<file path="config.mk">
export PLATFORM = sky130hd
export DESIGN_NAME = filter_loader
export DESIGN_NICKNAME = d
export VERILOG_FILES = /design/src/rtl/filter_loader.sv
export SDC_FILE = /design/constraint.sdc
export NUM_CORES = 1
export LEC_CHECK = 0
export ABC_AREA = 1
export BUFFER_PORTS_ARGS = -buffer_cell sky130_fd_sc_hd__buf_4
export CAP_MARGIN = 0
export CORE_MARGIN = 3
export CORE_UTILIZATION = 35
export DETAILED_ROUTE_END_ITERATION = 10
export PLACE_DENSITY = 0.52
export SLEW_MARGIN = 20
export SYNTH_ARGS = -nofsm -noshare
export SYNTH_HDL_FRONTEND = slang
export SYNTH_SLANG_ARGS = --single-unit
</file>
<file path="constraint.sdc">
create_clock -name clk -period 18.9 [get_ports clk]
set_input_delay 1.89 -clock clk [delete_from_list [all_inputs] [get_ports clk]]
set_output_delay 1.89 -clock clk [all_outputs]
set_load 0.03 [all_outputs]
</file>
<file path="src/rtl/filter_loader.sv">
// rtl/filter_loader.sv - filter-weight stream loader with channel-interleaved write addressing
//
// Accepts one filter at a time over a valid/ready stream and writes each
// weight to the filter memory. The address is ((c*R + r)*S + s)*M + m, so
// the P filters a reader needs for one element position sit at consecutive
// addresses. The layer dimensions are checked when start is pulsed.
//
// Ports:
//   clk, rst            clock, synchronous active-high reset
//   start               one-cycle pulse: latch M/C/R/S and begin a load
//   M, C, R, S          filters, channels, filter height, filter width
//   in_valid, in_data   weight stream from the host/DRAM side
//   in_ready            loader accepts a word this cycle
//   wr_en, wr_addr,
//   wr_data             registered filter memory write port
//   busy                load in progress
//   done                one-cycle pulse, coincident with the final write
//   err                 one-cycle pulse, rejected configuration
module filter_loader #(
  parameter int DATA_W = 16,
  parameter int ADDR_W = 10,
  parameter int DEPTH  = 1024
) (
  input  logic              clk,
  input  logic              rst,
  input  logic              start,
  input  logic [8:0]        M,
  input  logic [8:0]        C,
  input  logic [3:0]        R,
  input  logic [3:0]        S,
  input  logic              in_valid,
  input  logic [DATA_W-1:0] in_data,
  output logic              in_ready,
  output logic              wr_en,
  output logic [ADDR_W-1:0] wr_addr,
  output logic [DATA_W-1:0] wr_data,
  output logic              busy,
  output logic              done,
  output logic              err
);

  typedef enum logic [1:0] {IDLE, LOAD, DONE} state_t;

  state_t state, state_nxt;

  logic [8:0] m_dim, c_dim;
  logic [3:0] r_dim, s_dim;
  logic [8:0] m_cnt, c_cnt;
  logic [3:0] r_cnt, s_cnt;

  // Full 26-bit product (9+9+4+4) so an oversized layer cannot wrap into range.
  logic [25:0] size;
  logic        bad_cfg;
  logic        accept_cfg;
  logic        xfer;
  logic        s_last, r_last, c_last, m_last;
  logic [25:0] addr_full;

  assign size       = 26'(M) * 26'(C) * 26'(R) * 26'(S);
  assign bad_cfg    = (M == 9'd0) || (C == 9'd0) || (R == 4'd0) || (S == 4'd0) ||
                      (size > 26'(DEPTH));
  assign accept_cfg = (state == IDLE) && start && !bad_cfg;
  assign xfer       = (state == LOAD) && in_valid;

  assign s_last = (s_cnt == s_dim - 4'd1);
  assign r_last = (r_cnt == r_dim - 4'd1);
  assign c_last = (c_cnt == c_dim - 9'd1);
  assign m_last = (m_cnt == m_dim - 9'd1);

  // Channel-interleaved layout; a valid config keeps this below DEPTH.
  assign addr_full = ((26'(c_cnt) * 26'(r_dim) + 26'(r_cnt)) * 26'(s_dim) + 26'(s_cnt))
                     * 26'(m_dim) + 26'(m_cnt);

  always_comb begin
    state_nxt = state;
    in_ready  = 1'b0;
    busy      = 1'b0;
    done      = 1'b0;
    case (state)
      IDLE: begin
        if (accept_cfg) state_nxt = LOAD;
      end
      LOAD: begin
        in_ready = 1'b1;
        busy     = 1'b1;
        if (xfer && s_last && r_last && c_last && m_last) state_nxt = DONE;
      end
      DONE: begin
        // The last word's write is on the port this cycle.
        done      = 1'b1;
        state_nxt = IDLE;
      end
      default: state_nxt = IDLE;
    endcase
  end

  always_ff @(posedge clk) begin
    if (rst) begin
      state   <= IDLE;
      err     <= 1'b0;
      wr_en   <= 1'b0;
      wr_addr <= '0;
      wr_data <= '0;
      m_dim   <= '0;
      c_dim   <= '0;
      r_dim   <= '0;
      s_dim   <= '0;
      m_cnt   <= '0;
      c_cnt   <= '0;
      r_cnt   <= '0;
      s_cnt   <= '0;
    end else begin
      state <= state_nxt;
      err   <= (state == IDLE) && start && bad_cfg;
      wr_en <= xfer;
      if (xfer) begin
        wr_addr <= addr_full[ADDR_W-1:0];
        wr_data <= in_data;
      end

      if (accept_cfg) begin
        m_dim <= M;
        c_dim <= C;
        r_dim <= R;
        s_dim <= S;
        m_cnt <= '0;
        c_cnt <= '0;
        r_cnt <= '0;
        s_cnt <= '0;
      end else if (xfer) begin
        // Stream order: s fastest, then r, c, m.
        if (!s_last) begin
          s_cnt <= s_cnt + 4'd1;
        end else begin
          s_cnt <= '0;
          if (!r_last) begin
            r_cnt <= r_cnt + 4'd1;
          end else begin
            r_cnt <= '0;
            if (!c_last) begin
              c_cnt <= c_cnt + 9'd1;
            end else begin
              c_cnt <= '0;
              m_cnt <= m_cnt + 9'd1;
            end
          end
        end
      end
    end
  end

endmodule

</file>
# After elaboration in Yosys (flattened, before gate mapping)
# Cells that the tools add are included.
[totals]
reg_bits = 82
input_bits = 46
output_inout_bits = 31
word_cells = 70
[classes]
n_addsub = 11
n_mul = 6
magnitude_cmp = 1
eq_ne = 8
muxes = 8
reduce_logical = 23
[ops]
columns = ["op", "n"]
rows = [
  ["> comparator 26 x 11 -> 1 bit (second input constant)", 1],
  ["multiplier 22 x 4 -> 26 bit", 1],
  ["multiplier 18 x 4 -> 22 bit", 1],
  ["adder 18 x 4 -> 19 bit", 1],
  ["multiplier 19 x 9 -> 10 bit", 1],
  ["adder 9 x 1 -> 9 bit (second input constant)", 2],
  ["equality test 9 bit", 2],
  ["zero test 9 bit", 2],
  ["multiplier 14 x 4 -> 18 bit", 1],
  ["multiplier 9 x 9 -> 18 bit", 1],
  ["subtractor 9 x 1 -> 9 bit (second input constant)", 2],
  ["adder 13 x 4 -> 14 bit", 1],
  ["multiplier 9 x 4 -> 13 bit", 1],
  ["adder 10 x 9 -> 10 bit", 1],
  ["two-way mux 9 bit", 1],
  ["adder 4 x 1 -> 4 bit (second input constant)", 2],
  ["equality test 4 bit", 2],
  ["logical AND 1 bit", 8],
  ["zero test 4 bit", 2],
  ["two-way mux 4 bit", 2],
  ["subtractor 4 x 1 -> 4 bit (second input constant)", 2],
  ["logical OR 1 bit", 4],
  ["two-way mux 2 bit", 2],
  ["one-hot mux 2 bit (2 select lines)", 1],
  ["other kinds (11)", 13],
]

# Longest topological paths before layout
# Gate-level depths: netlist of the first run.
[depth]
ltp_word = 9
depth_mapped = 58

# Worst setup path before layout of the first run
# No wires, ideal clock.
[synth_path]
kind = "input to register"
startpoint = "input port M[0]"
endpoint = "register r_dim[1]"
setup_ps = 132
arrival_ps = 11518
slack_ps = 7250
cell_stages = 54
cell_sequence = "clkbuf_1 > nand2_1 > fa_1 > fa_1 > inv_1 > fa_1 > inv_1 > fa_1 > inv_1 > ha_1 > inv_1 > o21bai_1 > nand2_1 > nand2_1 > a21oi_1 > o21ai_0 > nand2_1 > nand2_1 > [... 18 more ...] > inv_1 > fa_1 > inv_1 > ha_1 > nand2_1 > nor4_1 > nand3_1 > nand4_1 > nand2_1 > nor2_1 > nand3_1 > nor2_1 > nand3_1 > nand2_4 > nand3_4 > buf_2 > nand2_1 > a21oi_1"
[synth_via]
elab_chain_len = 7
elab_cells_between_ends = 11
[synth_lines]
columns = ["item", "line_no", "text"]
rows = [
  ["from (decl)", "27", "input logic [8:0] M,"],
  ["multiplier 9 x 9 -> 18 bit or zero test 9 bit (tied branches)", "59, 60", ""],
  ["multiplier 18 x 4 -> 22 bit or logical OR 1 bit (tied branches)", "59, 60", ""],
  ["multiplier 22 x 4 -> 26 bit or logical OR 1 bit (tied branches)", "59, 60", ""],
  ["> comparator 26 x 11 -> 1 bit or logical OR 1 bit (tied branches)", "61, 60", ""],
  ["logical OR 1 bit (*)", "60", "assign bad_cfg = (M == 9'd0) || (C == 9'd0) || (R == 4'd0) || (S == 4'd0) ||"],
  ["zero test 1 bit (*)", "62", "assign accept_cfg = (state == IDLE) && start && !bad_cfg;"],
  ["logical AND 1 bit (*)", "62", ""],
  ["to (signal assigned)", "106", "r_dim <= '0;"],
  ["to (signal assigned)", "124", "r_dim <= R;"],
  ["to (decl)", "47", "logic [3:0] r_dim, s_dim;"],
]
# Every way passes the cells marked *; elsewhere a longest branch is shown, timed or not.
# A chain may end at the register's enable or synchronous reset.

# Final worst setup path of the first run
[layout_path]
startpoint = "input port C[8]"
endpoint = "register s_cnt[2]"
[layout_via]
elab_chain_len = 8
elab_cells_between_ends = 12
[layout_lines]
columns = ["item", "line_no", "text"]
rows = [
  ["from (decl)", "28", "input logic [8:0] C,"],
  ["multiplier 9 x 9 -> 18 bit or zero test 9 bit (tied branches)", "59, 60", ""],
  ["multiplier 18 x 4 -> 22 bit or logical OR 1 bit (tied branches)", "59, 60", ""],
  ["multiplier 22 x 4 -> 26 bit or logical OR 1 bit (tied branches)", "59, 60", ""],
  ["> comparator 26 x 11 -> 1 bit or logical OR 1 bit (tied branches)", "61, 60", ""],
  ["logical OR 1 bit (*)", "60", ""],
  ["zero test 1 bit (*)", "62", ""],
  ["logical AND 1 bit (*)", "62", ""],
  ["OR reduction 2 bit (no line) (*)", "-", ""],
  ["to (signal assigned)", "133", "s_cnt <= s_cnt + 4'd1;"],
  ["to (decl)", "49", "logic [3:0] r_cnt, s_cnt;"],
]
# Marks and branches as above.

==> metrics.md, run 1 <==
| Metric | Value |
|---|---|
| Global-route wire length before repair | 65.3 mm |
| Crit. End Element | flip-flop |
| Ranking of synthesized cells by area | fa_1, ha_1, nand2_1, inv_1, dfxtp_1 |
| CTS tree | done |
| Mapped Area | 15600 sq um |
| Largest net degree at the start of global routing | 50 |
| Ratio of cells with drive above 1 in the final layout | 5.99% |
| DRT Pass-1 Iters | 5 |
| Hold depth | 2 |
| Synth area leader | fa_1 |
| Yosys top cell area share | 23.4% |
| WS Path Type | in -> reg |
| DIE HEIGHT | 217 um |
| Inserted Clock Buffers | 9 |
| CTS clk-pin slew, worst paths | 60 ps |
| Ys flop type | dfxtp_1 |
| RR Startpoint | r_dim[2] |
| Clock Latency Late Sink | 340 ps |
| Clock buffer depth | 2 |
| # diodes | 0 |
| ANT nets after route | 0 |
| Vias in the first global route | 13596 |
| Hold path endpoint | wr_data[9] |
| Final setup fails | 0 |
| Post-synth EDFFs | 0 |
| Worst EP required | 19120 ps |
| Vias | 13417 |
| Initial antenna violation count | 0 |
| Syn Inst Count | 2239 |
| Reg2Reg Setup Slack | 8930 ps |
| Mean Syn Cell Area | 6.95 sq um |
| Fin Setup TNS | 0 ps |
| Post-synthesis async set-or-reset flop share | 0% |
| Critical Path Max Stage Delay | 570 ps |
| Hold Vio Cnt, Final | 0 |
| IO buf count | 76 |
| Final min period | 12510 ps |
| Register-to-Register Path Depth | 40 |
| Total track usage | 16.5% |
| GRT overflow | 0 |
| IO Pins | 77 |
| Nets | 2640 |
| YS warnings | 0 |
| Clk sinks | 82 |
| Post-CTS setup buffer count | 0 |
| Area Growth Syn to Fin | 8.37% |
| Die Wd | 217 um |
| Starting Density | 35.8% |
| CTS H-Tree Depth | 3 |
| Post-route DRC violation count | 0 |
| Startpoint Class | input pin |
| Routed vias/inst | 4.73 |
| Worst Path Arrival | 12730 ps |
| Critical-path maximum fanout | 28 |
| Max Cap Violations | 0 |
| Unrepaired setup endpoints after global routing | false |
| Hold Path Origin | wr_data[9] |
| Slew @ Worst Pin | 1010 ps |
| Die area | 47000 sq um |
| Std-Cell Rows | 76 |
| Skew final | 6.48 ps |
| CP max stage cell | fa_1 |
| Synth cell types | 57 |
| Final max-slew violation count | 0 |
| Register area share after synthesis | 10.6% |
| Drt initial violations | 646 |
| Final WL | 37.8 mm |
| Final HPWL DP | 31.9 mm |
| Hold Crit Class | reg -> reg |
| Clock root cell | clkbuf_16 |
| Syn nets | 2630 |
| Status | finished, final reports clean |
| Seq cells post-synth | 82 |
| Avg WL per Cell | 13.3 um |
| Gp weighted congestion | 0.842 |
| # hold bufs at CTS | 0 |
| Final worst-path cycle share | 66.2% |
| Crit-path most repeated cell | nand2_1 |
| Core area | 43500 sq um |
| # resized after CTS | 0 |
| Max Clk Rate | 0.0799 GHz |
| R2r endpoint | wr_addr[9] |
| Max-slew headroom | 32.3% |
| Fillers | 4628 |
## Yosys cell counts (2+ instances only)
cell       count
o21ai_2        2
buf_6          2
inv_2          4
nor2_4         2
a2111oi_0      2
nand3b_1       5
nand2_4        2
o211ai_1       3
nand4_1       51
or2_2         16
o21ai_0       34
o21bai_1      11
buf_4          2
nor2_1       176
ha_1         163
a21oi_2        3
a21o_1         6
fa_1         182
nor4_1        11
dfxtp_1       82
clkinv_1       2
clkbuf_1      68
nand2_1      520
o21ai_1        4
a21oi_1      133
nand3_1       75
xor2_1        79
buf_2          7
nand2_2        3
o31ai_1        5
inv_1        503
or2_0          2
nor2_2         2
nor3_1        25
xnor2_1       30
## critical path: cells and delay by family
kind | cells | cell delay [ps]
and+or+nand+nor | 24 | 3330
xor gates and xnor gates | 2 | 550
adders and majority gates | 11 | 5190
AOI/OAI and AO/OA | 6 | 1130
buffers and inverters | 10 | 640
## cells in the final DEF (no fill, tap or decap), drive strengths merged, types with 11 or more instances in the layout
cell,synthesis,routed
nand2,525,525
inv,507,507
fa,182,182
nor2,181,181
ha,163,163
a21oi,136,136
dfxtp,82,82
xor2,79,79
buf,12,79
nand3,77,77
nand4,51,51
o21ai,40,40
xnor2,30,30
nor3,26,26
or2,19,19
nor4,12,12
o21bai,11,11
## stage by stage
stage	util, %	setup WS, ps	hold slack (ps)	std cells	cell area, sq um
finish	38.8	6390	467	2838	16900
global route	38.8	5380	484	2838	16900
CTS	38.8	6370	465	2838	16900
detailed placement	38.1	6030	455	2823	16600
global placement	38.1	6230	454	2823	16600
floorplan	-	7250	440	2239	15600
## how the worst max path moves through the flow
stage	startpoint	endpoint	slack (ps)	cells after the start
after floorplan	M[0]	r_dim[1]	7250	54
after global placement	C[8]	m_cnt[6]	6230	53
after detailed placement	C[8]	c_cnt[7]	6030	53
after CTS	C[8]	s_cnt[2]	6370	53
after global routing	C[8]	s_cnt[2]	5380	53
final	C[8]	s_cnt[2]	6390	53
## state kept, by name (all words and copies together) (netlist names)
register  count
r_dim         4
state         2
err           1
c_cnt         9
c_dim         9
s_dim         4
wr_en         1
wr_data      16
s_cnt         4
m_cnt         9
wr_addr      10
m_dim         9
r_cnt         4
## area by class of cell
class                      instances  area [sq um]  share of cell area, %
clock buffer                      10           239                   1.42
clock inverter                     5          55.1                  0.327
inverter                         509          1910                   11.3
multi-input combinational       1568         11700                   69.3
sequential                        82          1640                   9.74
tap                              585           732                   4.34
timing repair buffer              79           593                   3.52
## kinds of logic after synthesis
logic type	after synthesis	synth area share [%]
AND/OR/NAND/NOR	901	24.7
buffers and inverters	589	14.4
adder cells (fa/ha/maj)	345	36.5
AO/OA/AOI/OAI	213	7.65
XOR/XNOR	109	6.14
flip-flops	82	10.6
## per-layer routing
metal / track usage, % / vias up / routed length, um
li1: - / 6824 / -
met1: 22.0 / 6407 / 17700
met2: 29.3 / 150 / 18800
met3: 0.880 / 36 / 683
met4: 3.96 / 0 / 622
met5: 0 / - / 0
Power of run 1 is left out: the tool's default activity adds up to more than one toggle a clock period on the data nets, which glitch-free logic cannot reach.
==> run 2, diff against run 1 <==
- PLACE_DENSITY: 0.52 -> 0.54
- clock period: 18.9 -> 10.5 ns (I/O delays scaled with it)
==> run 2 against run 1 <==
Against the previous run:
- sequential cell count unchanged
- design area increased by 12%
- worst setup slack got worse by 6300 ps
- non-clock buffer count increased by 173
- critical path depth decreased by 1
- die area unchanged
- first-iteration DRC count increased by 0.15%
- worst hold slack about the same
- register-to-register slack got worse by 8200 ps
- sequential share of layout area decreased by 1.1 points
- utilization increased by 4.7 points
- clock skew increased by 1.4 ps
- largest cell class unchanged
==> metrics.md, run 2 (synthesized netlist as in run 1, its figures left out) <==
| Metric | Value |
|---|---|
| Placement-stage cell area | 17900 sq um (+8.0%) |
| CTS H-Tree Depth | 3 (unchanged) |
| GRT overflow | 0 (unchanged) |
| Gp weighted congestion | 0.839 (-0.44%) |
| IO Pins | 77 (unchanged) |
| Unrepaired setup endpoints after global routing | true |
| Hold Vio Cnt, Final | 0 (unchanged) |
| CP max stage cell | fa_1 |
| Max Cap Violations | 0 (unchanged) |
| ANT nets after route | 0 (unchanged) |
| Skew final | 7.93 ps (+1.45 ps) |
| Clk sinks | 82 (unchanged) |
| Core area | 43500 sq um (unchanged) |
| Largest net degree at the start of global routing | 50 (unchanged) |
| Max Clk Rate | 0.0958 GHz |
| Critical Path Max Stage Delay | 550 ps (-20 ps) |
| Avg WL per Cell | 13.6 um (+2.4%) |
| Die area | 47000 sq um (unchanged) |
| Critical-path maximum fanout | 6 (-79%) |
| Vias | 14236 (+6.1%) |
| CTS clk-pin slew, worst paths | 60 ps (about the same) |
| Final WL | 41.1 mm (+8.6%) |
| Fillers | 4555 (-1.6%) |
| Crit-path most repeated cell | inv_1 |
| Final min period | 10440 ps |
| R2r endpoint | wr_addr[9] |
| Final setup fails | 0 (unchanged) |
| Area Growth Syn to Fin | 21.5% |
| Starting Density | 35.8% (unchanged) |
| DRT Pass-1 Iters | 5 (unchanged) |
| Startpoint Class | input pin |
| Commonest non-fill, non-tap cell in the layout | inv_1 |
| Design area | 18900 sq um (+12%) |
| Vias in the first global route | 14854 (+9.3%) |
| Total track usage | 18.0% (+1.5 points) |
| Max-slew headroom | 36.8% (+4.5 points) |
| Max reg flops | 16 (unchanged) |
| Final HPWL DP | 33.9 mm (+6.3%) |
| Global-route wire length before repair | 70.9 mm (+8.6%) |
| Commonest cells after routing, fill and taps aside | inv_1, nand2_1, buf_4 |
| Std-Cell Rows | 76 (unchanged) |
| Slew @ Worst Pin | 947 ps (-66.8 ps) |
| DIE HEIGHT | 217 um (unchanged) |
| Status | finished, final reports clean |
| Ratio of cells with drive above 1 in the final layout | 17.5% (+12 points) |
| Crit. Startpoint | C[2] |
| Register-to-Register Path Depth | 37 (-7.5%) |
| Worst Path Arrival | 10640 ps (-2090 ps) |
| WS Path Type | in -> reg |
| Crit. End Element | flip-flop |
| # hold bufs at CTS | 0 (unchanged) |
| Post-route DRC violation count | 0 (unchanged) |
| Final max-slew violation count | 0 (unchanged) |
| CTS tree | done |
| Drt initial violations | 647 (+0.15%) |
| Final core utilization | 43.5% (+4.7 points) |
| Fin Setup TNS | 0 ps (unchanged) |
| Die Wd | 217 um (unchanged) |
| # diodes | 0 (unchanged) |
| RR Startpoint | r_dim[2] |
| Routed vias/inst | 4.73 (about the same) |
| Worst EP required | 10700 ps (-8420 ps) |
| Hold Crit Class | reg -> reg |
| IO buf count | 76 (unchanged) |
| Clock root cell | clkbuf_16 |
| Worst setup endpoint | m_dim[8] |
| Reg2Reg Setup Slack | 730 ps (-8200 ps) |
| Clock Latency Late Sink | 340 ps (about the same) |
| Inserted Clock Buffers | 9 (unchanged) |
| Top reg by flops | wr_data |
| Nets | 2813 (+6.6%) |
| Initial antenna violation count | 0 (unchanged) |
| Largest regs | wr_data (16), wr_addr (10) |
| Clock buffer depth | 2 (unchanged) |
| Final worst-path cycle share | 99.4% |
-- run 2: area by class of cell --
class	instances	area (sq um)	share of cell area, %
Timing Repair Buffer	252	2060	10.9
Multi-Input combinational cell	1568	12200	64.8
Clock inverter	5	78.8	0.417
Clock buffer	9	225	1.19
Inverter	509	1920	10.1
Sequential cell	82	1640	8.68
Tap cell	585	732	3.87
-- run 2: repair_timing --
action	in CTS	in global routing
resized for setup	57	100
gates cloned	2	1
setup buffers	4	4
endpoints found under the setup margin	54	55
pin swaps	28	60
-- run 2: critical path, delay by kind of cell --
kind,cells,cell delay [ps]
AOI/OAI and AO/OA,10,1400
xor gates and xnor gates,3,600
and+or+nand+nor,13,1250
adders and majority gates,12,4930
buffers and inverters,14,1370
-- run 2: worst min path at each step --
stage,to,startpoint,depth (start not counted),slack (ps)
6_report,wr_data[9],wr_data[9],2,470
5_1_grt,wr_data[9],wr_data[9],2,500
4_1_cts,wr_data[9],wr_data[9],2,470
3_5_place_dp,wr_data[9],wr_data[9],2,460
3_3_place_gp,c_dim[1],c_dim[1],2,450
2_1_floorplan,c_dim[1],c_dim[1],2,440
-- run 2: metal layers --
layer	part of all wire, %	global-route usage, %	up-vias	wire length, um
li1	-	-	7167	-
met1	45	23.0	6834	18400
met2	51	33.2	186	20900
met3	2.2	1.14	49	917
met4	2.0	4.38	0	811
met5	0	0	-	0
-- run 2: per-stage QoR --
stage | std cells | hold WS [ps] | worst slack [ps]
global placement | 2986 | 453 | -505
CTS | 3006 | 467 | -20.7
finish | 3010 | 468 | 62.1
global route | 3010 | 498 | -562
detailed placement | 2986 | 458 | -658
floorplan | 2239 | 439 | 63.7
Power of run 2 is left out for the same reason.
==> run 3, diff against run 2 <==
- CORE_UTILIZATION: 35 -> 45
- PLACE_DENSITY: 0.54 -> 0.64
- clock period: 10.5 -> 12.45 ns (I/O delays scaled with it)
==> run 3 against run 2 <==
Against the previous run:
- critical path depth grew 1
- sequential cell count is the same
- register-to-register slack gained 1700 ps
- design area shrank 11%
- first-iteration DRC count grew 3.9%
- clock skew is essentially flat
- routed wire length shrank 11%
- sequential share of layout area grew 1.1 points
- worst setup slack gained 950 ps
==> metrics.md, run 3 (synthesized netlist as in run 1, its figures left out) <==
| Metric | Value |
|---|---|
| Largest regs | wr_data (16), wr_addr (10) |
| Hold Vio Cnt, Final | 0 (unchanged) |
| Starting Density | 46.0% (+10 points) |
| RR Startpoint | r_dim[2] |
| Unrepaired setup endpoints after global routing | false |
| Final WL | 36.5 mm (-11%) |
| Hold path endpoint | wr_data[14] |
| Nets | 2641 (-6.1%) |
| Hold_ws | 467 ps (-1.18 ps) |
| DIE HEIGHT | 192 um (-11%) |
| Critical-path maximum fanout | 22 (+16) |
| Ratio of cells with drive above 1 in the final layout | 6.16% (-11 points) |
| Clk sinks | 82 (unchanged) |
| Max-slew headroom | 32.5% (-4.2 points) |
| IO Pins | 77 (unchanged) |
| Final max-slew violation count | 0 (unchanged) |
| Post-CTS setup buffer count | 0 (-4) |
| Commonest non-fill, non-tap cell in the layout | nand2_1 |
| Total track usage | 20.5% (+2.5 points) |
| Fin Setup TNS | 0 ps (unchanged) |
| Max reg flops | 16 (unchanged) |
| Register-to-Register Path Depth | 41 (+11%) |
| Final core utilization | 49.5% (+6.0 points) |
| Core area | 33800 sq um (-22%) |
| Critical Path Max Stage Delay | 540 ps (about the same) |
| Hold depth | 2 (unchanged) |
| Die area | 36800 sq um (-22%) |
| Hold Path Origin | wr_data[14] |
| Max Cap Violations | 0 (unchanged) |
| Startpoint Class | input pin |
| Area Growth Syn to Fin | 7.57% |
| Clock buffer depth | 2 (unchanged) |
| Vias | 13515 (-5.1%) |
| Crit. End Element | flip-flop |
| Largest net degree at the start of global routing | 50 (unchanged) |
| ANT nets after route | 0 (unchanged) |
| Final min period | 11440 ps |
| CTS clk-pin slew, worst paths | 60 ps (about the same) |
| # diodes | 0 (unchanged) |
| Reg2Reg Setup Slack | 2450 ps (+1720 ps) |
| CTS H-Tree Depth | 3 (unchanged) |
| Initial antenna violation count | 0 (unchanged) |
| Die Wd | 192 um (-11%) |
| Gp weighted congestion | 0.880 (+4.9%) |
| Vias in the first global route | 13691 (-7.8%) |
| Crit-path most repeated cell | inv_1 |
| Hold Crit Class | reg -> reg |
| Worst Path Arrival | 11640 ps (+1000 ps) |
| Final HPWL DP | 30.5 mm (-10%) |
| Final worst-path cycle share | 91.9% |
| WS Path Type | in -> reg |
| R2r endpoint | wr_addr[9] |
| IO buf count | 76 (unchanged) |
| Routed vias/inst | 5.00 (+5.7%) |
| Post-route DRC violation count | 0 (unchanged) |
| Inserted Clock Buffers | 9 (unchanged) |
| Drt initial violations | 672 (+3.9%) |
| CTS tree | done |
| Std-Cell Rows | 67 (-12%) |
| GRT overflow | 0 (unchanged) |
| Top reg by flops | wr_data |
| Crit path buffers/inverters | 11 (-3) |
| Slew @ Worst Pin | 1010 ps (+63.6 ps) |
| Commonest cells after routing, fill and taps aside | nand2_1, inv_1, fa_1 |
| Global-route wire length before repair | 63.5 mm (-10%) |
| Fillers | 3472 (-24%) |
| Worst EP required | 12650 ps (+1950 ps) |
| DRT Pass-1 Iters | 5 (unchanged) |
| Avg WL per Cell | 13.5 um (-0.94%) |
| Max Clk Rate | 0.0874 GHz |
| Clock Latency Late Sink | 340 ps (about the same) |
| Final setup fails | 0 (unchanged) |
| CP max stage cell | fa_1 |
| Skew final | 8.27 ps (+0.339 ps) |
| Clock root cell | clkbuf_16 |
| Status | finished, final reports clean |
| Delay-heaviest family, CP | adder cells |
==> run 3: changes by cell type in the layout (fill, tap and decap cells not counted), sizes merged <==
cell and change:
buf -171, clkbuf +2, bufinv -1, clkinv +1, inv -1
==> run 3: repair_timing <==
action / in CTS / in global routing
setup endpoints to repair: 0 / 37
hold buffers: 0 / 0
resized for setup: 0 / 3
==> run 3: worst max-delay path by stage <==
stage | endpoint | slack [ps] | from | cells past startpoint
floorplan | r_dim[1] | 1440 | M[0] | 54
global placement | m_cnt[6] | 830 | M[4] | 55
detailed placement | m_cnt[6] | 540 | C[8] | 53
CTS | m_cnt[8] | 850 | C[8] | 53
global route | s_dim[0] | 10 | M[5] | 53
finish | r_dim[0] | 1010 | M[5] | 53
==> run 3: stage by stage <==
step,area [sq um],std cells,worst slack [ps]
floorplan,15600,2239,1440
global placement,16400,2687,834
detailed placement,16400,2687,539
CTS,16700,2703,850
global route,16700,2703,14.1
finish,16700,2703,1010
==> run 3: area by class of cell <==
cell class / count / area (sq um) / share of cell area [%]
Inverter: 509 / 1910 / 11.4
Clock inverter: 4 / 48.8 / 0.292
Sequential cell: 82 / 1640 / 9.81
Tap cell: 448 / 561 / 3.35
Multi-Input combinational cell: 1568 / 11700 / 69.9
Timing Repair Buffer: 80 / 601 / 3.59
Clock buffer: 12 / 267 / 1.59
==> run 3: per-layer routing <==
metal / share of wire [%] / GRT usage [%]
met1: 45 / 26.5
met2: 51 / 37.1
met3: 2.6 / 1.42
met4: 2.1 / 4.91
met5: 0 / 0
==> run 3: tightest hold or removal path: cells and delay by family, from the launching register on <==
| kind | cells | cell delay [ps] |
|---|---|---|
| flip-flops | 1 | 310 |
| AND/OR/NAND/NOR | 1 | 60 |
| AO/OA/AOI/OAI | 1 | 60 |
Power of run 3 is left out for the same reason.
